[config.mk]
export PLATFORM = sky130hd
export DESIGN_NAME = pp_mem_loader
export DESIGN_NICKNAME = d
export VERILOG_FILES = /design/src/rtl/pp_mem_loader.sv
export SDC_FILE = /design/constraint.sdc
export NUM_CORES = 1
export LEC_CHECK = 0
export BUFFER_PORTS_ARGS = -buffer_cell sky130_fd_sc_hd__buf_2
export CAP_MARGIN = 20
export CORE_UTILIZATION = 55
export DETAILED_ROUTE_END_ITERATION = 10
export GPL_TIMING_DRIVEN = 0
export PLACE_DENSITY = 0.77
export SETUP_SLACK_MARGIN = 0.5
export SYNTH_ARGS = -nofsm -noshare
export SYNTH_HDL_FRONTEND = slang
export SYNTH_SLANG_ARGS = --single-unit
[constraint.sdc]
create_clock -name clk -period 3 [get_ports clk]
set_clock_uncertainty 0.05 [all_clocks]
set_input_delay 0.45 -clock clk [delete_from_list [all_inputs] [get_ports clk]]
set_output_delay 0.45 -clock clk [all_outputs]
set_load 0.01 [all_outputs]
[src/rtl/pp_mem_loader.sv]
// Byte-stream program loader: receives a framed image (count, big-endian words,
// checksum), writes it into program memory, then reads it back to verify.
module pp_mem_loader #(
    parameter int unsigned ADDR_W    = 10,
    parameter int unsigned BASE_ADDR = 0
) (
    input  logic              clk,
    input  logic              rst_n,
    input  logic              start,
    input  logic              in_valid,
    input  logic [7:0]        in_data,
    output logic              in_ready,
    output logic              mem_w_en,
    output logic [ADDR_W-1:0] mem_addr,
    output logic [15:0]       mem_wdata,
    input  logic [15:0]       mem_rdata,
    output logic              busy,
    output logic              done,
    output logic              ok,
    output logic [1:0]        err_code
);

    localparam int unsigned CNT_W = ADDR_W + 1;
    localparam int unsigned CAP   = 1 << ADDR_W;

    typedef enum logic [3:0] {
        IDLE, HDR_HI, HDR_LO, DAT_HI, DAT_LO, WRITE, CHK_HI, CHK_LO, VERIFY, DONE
    } state_t;

    state_t state, state_d;

    logic [CNT_W-1:0]  n_q, n_d, idx_q, idx_d, ridx_q, ridx_d;
    logic [7:0]        hi_q, hi_d;
    logic [15:0]       rsum_q, rsum_d, wsum_q, wsum_d, vsum_q, vsum_d;
    logic [ADDR_W-1:0] addr_q, addr_d;
    logic [15:0]       wdata_q, wdata_d;
    logic              w_en_q, w_en_d, in_ready_q, in_ready_d;
    logic              busy_q, busy_d, done_q, done_d, ok_q, ok_d;
    logic [1:0]        err_q, err_d;

    logic              accept;
    logic [15:0]       rx_word;
    logic [CNT_W-1:0]  idx_inc, ridx_inc;

    assign accept   = in_valid & in_ready_q;
    assign rx_word  = {hi_q, in_data};
    assign idx_inc  = idx_q + CNT_W'(1);
    assign ridx_inc = ridx_q + CNT_W'(1);

    // State and datapath registers
    always_ff @(posedge clk or negedge rst_n) begin
        if (!rst_n) begin
            state      <= IDLE;
            n_q        <= '0;
            idx_q      <= '0;
            ridx_q     <= '0;
            hi_q       <= '0;
            rsum_q     <= '0;
            wsum_q     <= '0;
            vsum_q     <= '0;
            addr_q     <= '0;
            wdata_q    <= '0;
            w_en_q     <= 1'b0;
            in_ready_q <= 1'b0;
            busy_q     <= 1'b0;
            done_q     <= 1'b0;
            ok_q       <= 1'b0;
            err_q      <= '0;
        end else begin
            state      <= state_d;
            n_q        <= n_d;
            idx_q      <= idx_d;
            ridx_q     <= ridx_d;
            hi_q       <= hi_d;
            rsum_q     <= rsum_d;
            wsum_q     <= wsum_d;
            vsum_q     <= vsum_d;
            addr_q     <= addr_d;
            wdata_q    <= wdata_d;
            w_en_q     <= w_en_d;
            in_ready_q <= in_ready_d;
            busy_q     <= busy_d;
            done_q     <= done_d;
            ok_q       <= ok_d;
            err_q      <= err_d;
        end
    end

    // Next-state and next-output logic; outputs are registered from state_d
    always_comb begin
        state_d = state;
        n_d     = n_q;
        idx_d   = idx_q;
        ridx_d  = ridx_q;
        hi_d    = hi_q;
        rsum_d  = rsum_q;
        wsum_d  = wsum_q;
        vsum_d  = vsum_q;
        addr_d  = addr_q;
        wdata_d = wdata_q;
        ok_d    = ok_q;
        err_d   = err_q;

        case (state)
            IDLE: begin
                if (start) begin
                    state_d = HDR_HI;
                    ok_d    = 1'b0;
                    err_d   = 2'd0;
                    n_d     = '0;
                    idx_d   = '0;
                    ridx_d  = '0;
                    rsum_d  = '0;
                    wsum_d  = '0;
                    vsum_d  = '0;
                end
            end
            HDR_HI, DAT_HI, CHK_HI: begin
                if (accept) begin
                    hi_d = in_data;
                    state_d = (state == HDR_HI) ? HDR_LO :
                              (state == DAT_HI) ? DAT_LO : CHK_LO;
                end
            end
            HDR_LO: begin
                if (accept) begin
                    if (rx_word == 16'd0 || 32'(rx_word) > CAP) begin
                        state_d = DONE;
                        err_d   = 2'd1;
                        ok_d    = 1'b0;
                    end else begin
                        n_d     = CNT_W'(rx_word);
                        state_d = DAT_HI;
                    end
                end
            end
            DAT_LO: begin
                if (accept) begin
                    wdata_d = rx_word;
                    addr_d  = ADDR_W'(BASE_ADDR) + ADDR_W'(idx_q);
                    state_d = WRITE;
                end
            end
            WRITE: begin
                wsum_d  = wsum_q + wdata_q;
                idx_d   = idx_inc;
                state_d = (idx_inc < n_q) ? DAT_HI : CHK_HI;
            end
            CHK_LO: begin
                if (accept) begin
                    rsum_d  = rx_word;
                    ridx_d  = '0;
                    addr_d  = ADDR_W'(BASE_ADDR);
                    state_d = VERIFY;
                end
            end
            VERIFY: begin
                vsum_d = vsum_q + mem_rdata;
                ridx_d = ridx_inc;
                if (ridx_inc < n_q) begin
                    addr_d = ADDR_W'(BASE_ADDR) + ADDR_W'(ridx_inc);
                end else begin
                    state_d = DONE;
                    // Stream checksum error outranks readback error
                    if (rsum_q != wsum_q) begin
                        err_d = 2'd2;
                    end else if (vsum_d != wsum_q) begin
                        err_d = 2'd3;
                    end else begin
                        err_d = 2'd0;
                    end
                    ok_d = (rsum_q == wsum_q) && (vsum_d == wsum_q);
                end
            end
            DONE: state_d = IDLE;
            default: state_d = IDLE;
        endcase

        w_en_d     = (state_d == WRITE);
        in_ready_d = (state_d == HDR_HI) || (state_d == HDR_LO) ||
                     (state_d == DAT_HI) || (state_d == DAT_LO) ||
                     (state_d == CHK_HI) || (state_d == CHK_LO);
        busy_d     = (state_d != IDLE);
        done_d     = (state_d == DONE);
    end

    assign in_ready  = in_ready_q;
    assign mem_w_en  = w_en_q;
    assign mem_addr  = addr_q;
    assign mem_wdata = wdata_q;
    assign busy      = busy_q;
    assign done      = done_q;
    assign ok        = ok_q;
    assign err_code  = err_q;

endmodule

==> flow_results.xml <==
<?xml version="1.0" encoding="UTF-8"?>
<metrics>
  <group name="yosys">
    <metric name="synth_top_area_cell" unit="">dfrtp_1</metric>
    <metric name="synth_seq_cells" unit="">126</metric>
    <metric name="edff_count_synth" unit="">0</metric>
    <metric name="postSynth.topFlopCell" unit="">dfrtp_1</metric>
    <metric name="mappedNetlistNets" unit="">920</metric>
    <metric name="yosys.area.top_type_share" unit="">0.4088</metric>
    <metric name="synth.avg_cell_area" unit="µm²">9.203</metric>
    <metric name="async_reset_ff_frac" unit="">1.000</metric>
    <metric name="synthesis.area" unit="µm²">7712</metric>
    <metric name="yosysWarnings" unit="">0</metric>
    <metric name="synth.lib_cells_used.distinct" unit="">66</metric>
    <metric name="seq_area_frac_synth" unit="">0.4088</metric>
    <metric name="synth_cells" unit="">838</metric>
    <metric name="synth.area.top_cells" unit="">dfrtp_1, ha_1, nand2_1</metric>
  </group>
  <group name="timing">
    <metric name="setup_viol_count_final" unit="">5</metric>
    <metric name="slew-limit-headroom" unit="">0.4826</metric>
    <metric name="unrepaired_setup_endpoints_after_global_routing" unit="">yes</metric>
    <metric name="number_of_max_slew_violations_in_the_final_report" unit="">0</metric>
    <metric name="fraction_of_the_cycle_the_final_worst_path_needs" unit="">1.075</metric>
    <metric name="fin_setup_tns" unit="ns">-0.8728</metric>
    <metric name="final.min_clock_period" unit="ns">3.226</metric>
    <metric name="finalHoldViolCount" unit="">0</metric>
    <metric name="setup_slack" unit="ns">-0.2263</metric>
    <metric name="worst_slew_pin_slew" unit="ns">0.7690</metric>
    <metric name="achievable-frequency" unit="MHz">310.0</metric>
  </group>
  <group name="grt">
    <metric name="grt_first_pass_wirelength" unit="µm">35380</metric>
    <metric name="grt_use_met2" unit="">0.5075</metric>
    <metric name="grt.overflow.total" unit="">0</metric>
    <metric name="grt_util_all_layers" unit="">0.3177</metric>
    <metric name="grt_util_met3" unit="">0.05849</metric>
    <metric name="globalRoute.busiestLayer" unit="">met2</metric>
    <metric name="grt.met1_usage" unit="">0.4309</metric>
    <metric name="grt_pass1_vias" unit="">6904</metric>
    <metric name="grt_antenna_before_repair" unit="">0</metric>
    <metric name="pin_count_of_the_biggest_net_entering_global_routing" unit="">97</metric>
  </group>
  <group name="finish">
    <metric name="area_growth" unit="%">27.63</metric>
    <metric name="final_layout_size_suffix_gt1_frac" unit="">0.2654</metric>
    <metric name="finalNetCount" unit="">1043</metric>
    <metric name="number_of_fillers_in_the_final_layout" unit="">966</metric>
    <metric name="insertedDiodeCount" unit="">0</metric>
  </group>
  <group name="cts">
    <metric name="tritoncts" unit="">done</metric>
    <metric name="tritoncts.num_buffers" unit="">17</metric>
    <metric name="htree_num_levels" unit="">4</metric>
    <metric name="cts.clk_slew.worst_paths" unit="ns">0.06</metric>
    <metric name="clock-root-buffer" unit="">clkbuf_16</metric>
    <metric name="clock_insertion_delay_worst_skew" unit="ns">0.43</metric>
    <metric name="clock_sinks" unit="">126</metric>
    <metric name="max-clock-path-buffers" unit="">2</metric>
  </group>
  <group name="routing">
    <metric name="routed_via_density" unit="">6.169</metric>
    <metric name="vias" unit="">7082</metric>
    <metric name="residual_drc" unit="">0</metric>
    <metric name="ant_nets" unit="">0</metric>
    <metric name="drt_iter0_drc" unit="">615</metric>
    <metric name="drt_pre_antenna_iters" unit="">5</metric>
    <metric name="wl" unit="µm">22660</metric>
    <metric name="avgRoutedWirePerCell" unit="µm">19.74</metric>
  </group>
  <group name="die">
    <metric name="die_area" unit="µm²">14500</metric>
    <metric name="io_pins" unit="">61</metric>
    <metric name="design.core.area" unit="µm²">13450</metric>
    <metric name="die-width" unit="µm">120.4</metric>
    <metric name="placement_rows" unit="">42</metric>
    <metric name="initial_util" unit="">0.5733</metric>
    <metric name="die_h" unit="µm">120.4</metric>
  </group>
  <group name="place">
    <metric name="place.detailed.hpwl" unit="µm">14570</metric>
    <metric name="numPortBuffers" unit="">60</metric>
    <metric name="gpl.final_weighted_congestion" unit="">0.8777</metric>
  </group>
  <group name="worst_setup_path">
    <metric name="kind_of_capture_point_of_the_worst_setup_path" unit="">flop</metric>
    <metric name="worstPathRequired" unit="ns">3.24</metric>
    <metric name="crit_path_cell_trace" unit="">ha_4 &gt; fa_2 &gt; a21oi_4 &gt; o211ai_1 &gt; a31o_1 &gt; a2111oi_4 &gt; nand4_1 &gt; or4_4 &gt; nor3_4 &gt; buf_6 &gt; a32oi_1</metric>
    <metric name="max_stage_delay" unit="ns">0.54</metric>
    <metric name="worstPathArrival" unit="ns">3.46</metric>
    <metric name="timing.critical_path.fanout_max" unit="">4</metric>
    <metric name="path_class" unit="">reg -&gt; reg</metric>
    <metric name="worst_path_dominant_cell_family" unit="">compound AO/OA/AOI/OAI gates</metric>
    <metric name="critical-path-slowest-cell" unit="">or4_4</metric>
    <metric name="critical_path_buf_inv_count" unit="">1</metric>
    <metric name="startpoint_type" unit="">flop</metric>
  </group>
  <group name="status">
    <metric name="failing_checks" unit="">negative setup slack</metric>
    <metric name="run_status" unit="">finished, violations left</metric>
  </group>
  <group name="run">
    <metric name="drv.max_cap_violation_count" unit="">0</metric>
  </group>
  <group name="pwr">
    <metric name="leakage" unit="nW">4.612</metric>
    <metric name="fin_total_pwr" unit="mW">9.848</metric>
    <metric name="power.density" unit="nW/µm²">1001</metric>
    <metric name="vdd_drop_max" unit="V">0.0006055</metric>
  </group>
  <group name="min_path">
    <metric name="kind_of_path_behind_the_tightest_hold_check" unit="">in -&gt; reg</metric>
  </group>
</metrics>
[flip-flops by register name, indices dropped and copies added (netlist names), 4 cells and up]
signal,flops
idx_q,11
rsum_q,16
ridx_q,11
state,4
hi_q,8
vsum_q,16
mem_wdata,16
mem_addr,10
wsum_q,16
n_q,11
[worst reg2reg max path, cell delays in order (launching register included)]
cell and delay, ns:
dfrtp_1 0.40, ha_4 0.18, fa_2 0.40, a21oi_4 0.19, o211ai_1 0.18, a31o_1 0.33
a2111oi_4 0.31, nand4_1 0.15, or4_4 0.54, nor3_4 0.13, buf_6 0.14, a32oi_1 0.10
[cell type report]
| type | count | area [µm²] | share of cell area |
|---|---|---|---|
| sequential | 126 | 3166 | 0.3216 |
| multi-input combinational | 656 | 4941 | 0.5020 |
| buffer | 31 | 150.1 | 0.01525 |
| tap | 176 | 220.2 | 0.02237 |
| inverter | 25 | 93.84 | 0.009533 |
| timing repair buffer | 104 | 675.6 | 0.06864 |
| clock buffer | 20 | 456.7 | 0.04640 |
| clock inverter | 10 | 140.1 | 0.01424 |
[metal layers]
| layer | wire [µm] | up-vias |
|---|---|---|
| li1 | - | 3264 |
| met1 | 9723 | 3468 |
| met2 | 10880 | 290 |
| met3 | 1441 | 60 |
| met4 | 616 | 0 |
| met5 | 0 | - |
[synth_stat cells (8+ instances only)]
cell type	instances
a21o_1	12
a21oi_1	21
a22o_1	17
and2_1	10
and3_1	12
clkbuf_1	31
dfrtp_1	126
ha_1	52
inv_1	24
mux2_2	8
nand2_1	128
nand3_1	48
nand4_1	9
nor2_1	41
nor3_1	20
o211ai_1	8
o21ai_0	94
xnor2_1	44
xor2_1	24
[logic make-up after synthesis]
family | after synthesis | share of synthesized area
and+or+nand+nor | 299 | 0.1825
AOI/OAI and AO/OA | 222 | 0.1898
DFF | 126 | 0.4088
xor gates and xnor gates | 72 | 0.08906
buffers and inverters | 56 | 0.02725
adders and majority gates | 54 | 0.08955
muxes | 9 | 0.01298
[what timing repair did]
item | CTS | global route
hold endpoints to repair | 30 | 0
endpoints found under the setup margin | 39 | 64
setup buffers | 26 | 13
hold buffers | 1 | 0
gates cloned | 2 | 0
gates resized for setup | 58 | 58
pin swaps | 45 | 31
[power breakdown]
part           leakage, nW  total (mW)  switching [mW]  internal, mW
Combinational         2.64        4.86            2.70          2.16
Sequential            1.69        2.87           0.638          2.23
Clock                0.284        2.12           0.782          1.34
Total                 4.61        9.85            4.12          5.73
[cells in the final DEF, fill, tap and decap left out, drive strengths merged, types with 41 or more instances in the layout]
master,n
buf,105
clkbuf,49
dfrtp,126
ha,52
nand2,129
nand3,48
nor2,41
o21ai,95
xnor2,44
[metrics by stage]
step	worst slack, ns	utilization	hold WS, ns	instances	area (µm²)
finish	-0.2263	0.7317	0.2458	1148	9843
floorplan	0.03570	-	0.1044	838	7889
global placement	-0.5154	0.6251	0.4134	1074	8409
CTS	-0.3139	0.7088	0.2466	1135	9535
detailed placement	-0.5166	0.6280	0.2999	1076	8448
global route	-0.3288	0.7317	0.2673	1148	9843
[final timing paths]
check                                start           end  slack (ns)  depth (start not counted)
worst max-delay path             vsum_q[0]   err_code[1]       -0.23                         11
worst min-delay path            in_data[0]  mem_wdata[0]        0.25                          3
worst max register to register   vsum_q[0]   err_code[1]       -0.23                         11
worst min register to register   vsum_q[7]     vsum_q[7]        0.44                          2
max in group asynchronous            rst_n  mem_wdata[1]        1.69                          3
min in group asynchronous            rst_n     vsum_q[9]        0.41                          2
Note: power is estimated with default switching activity, not from simulation.
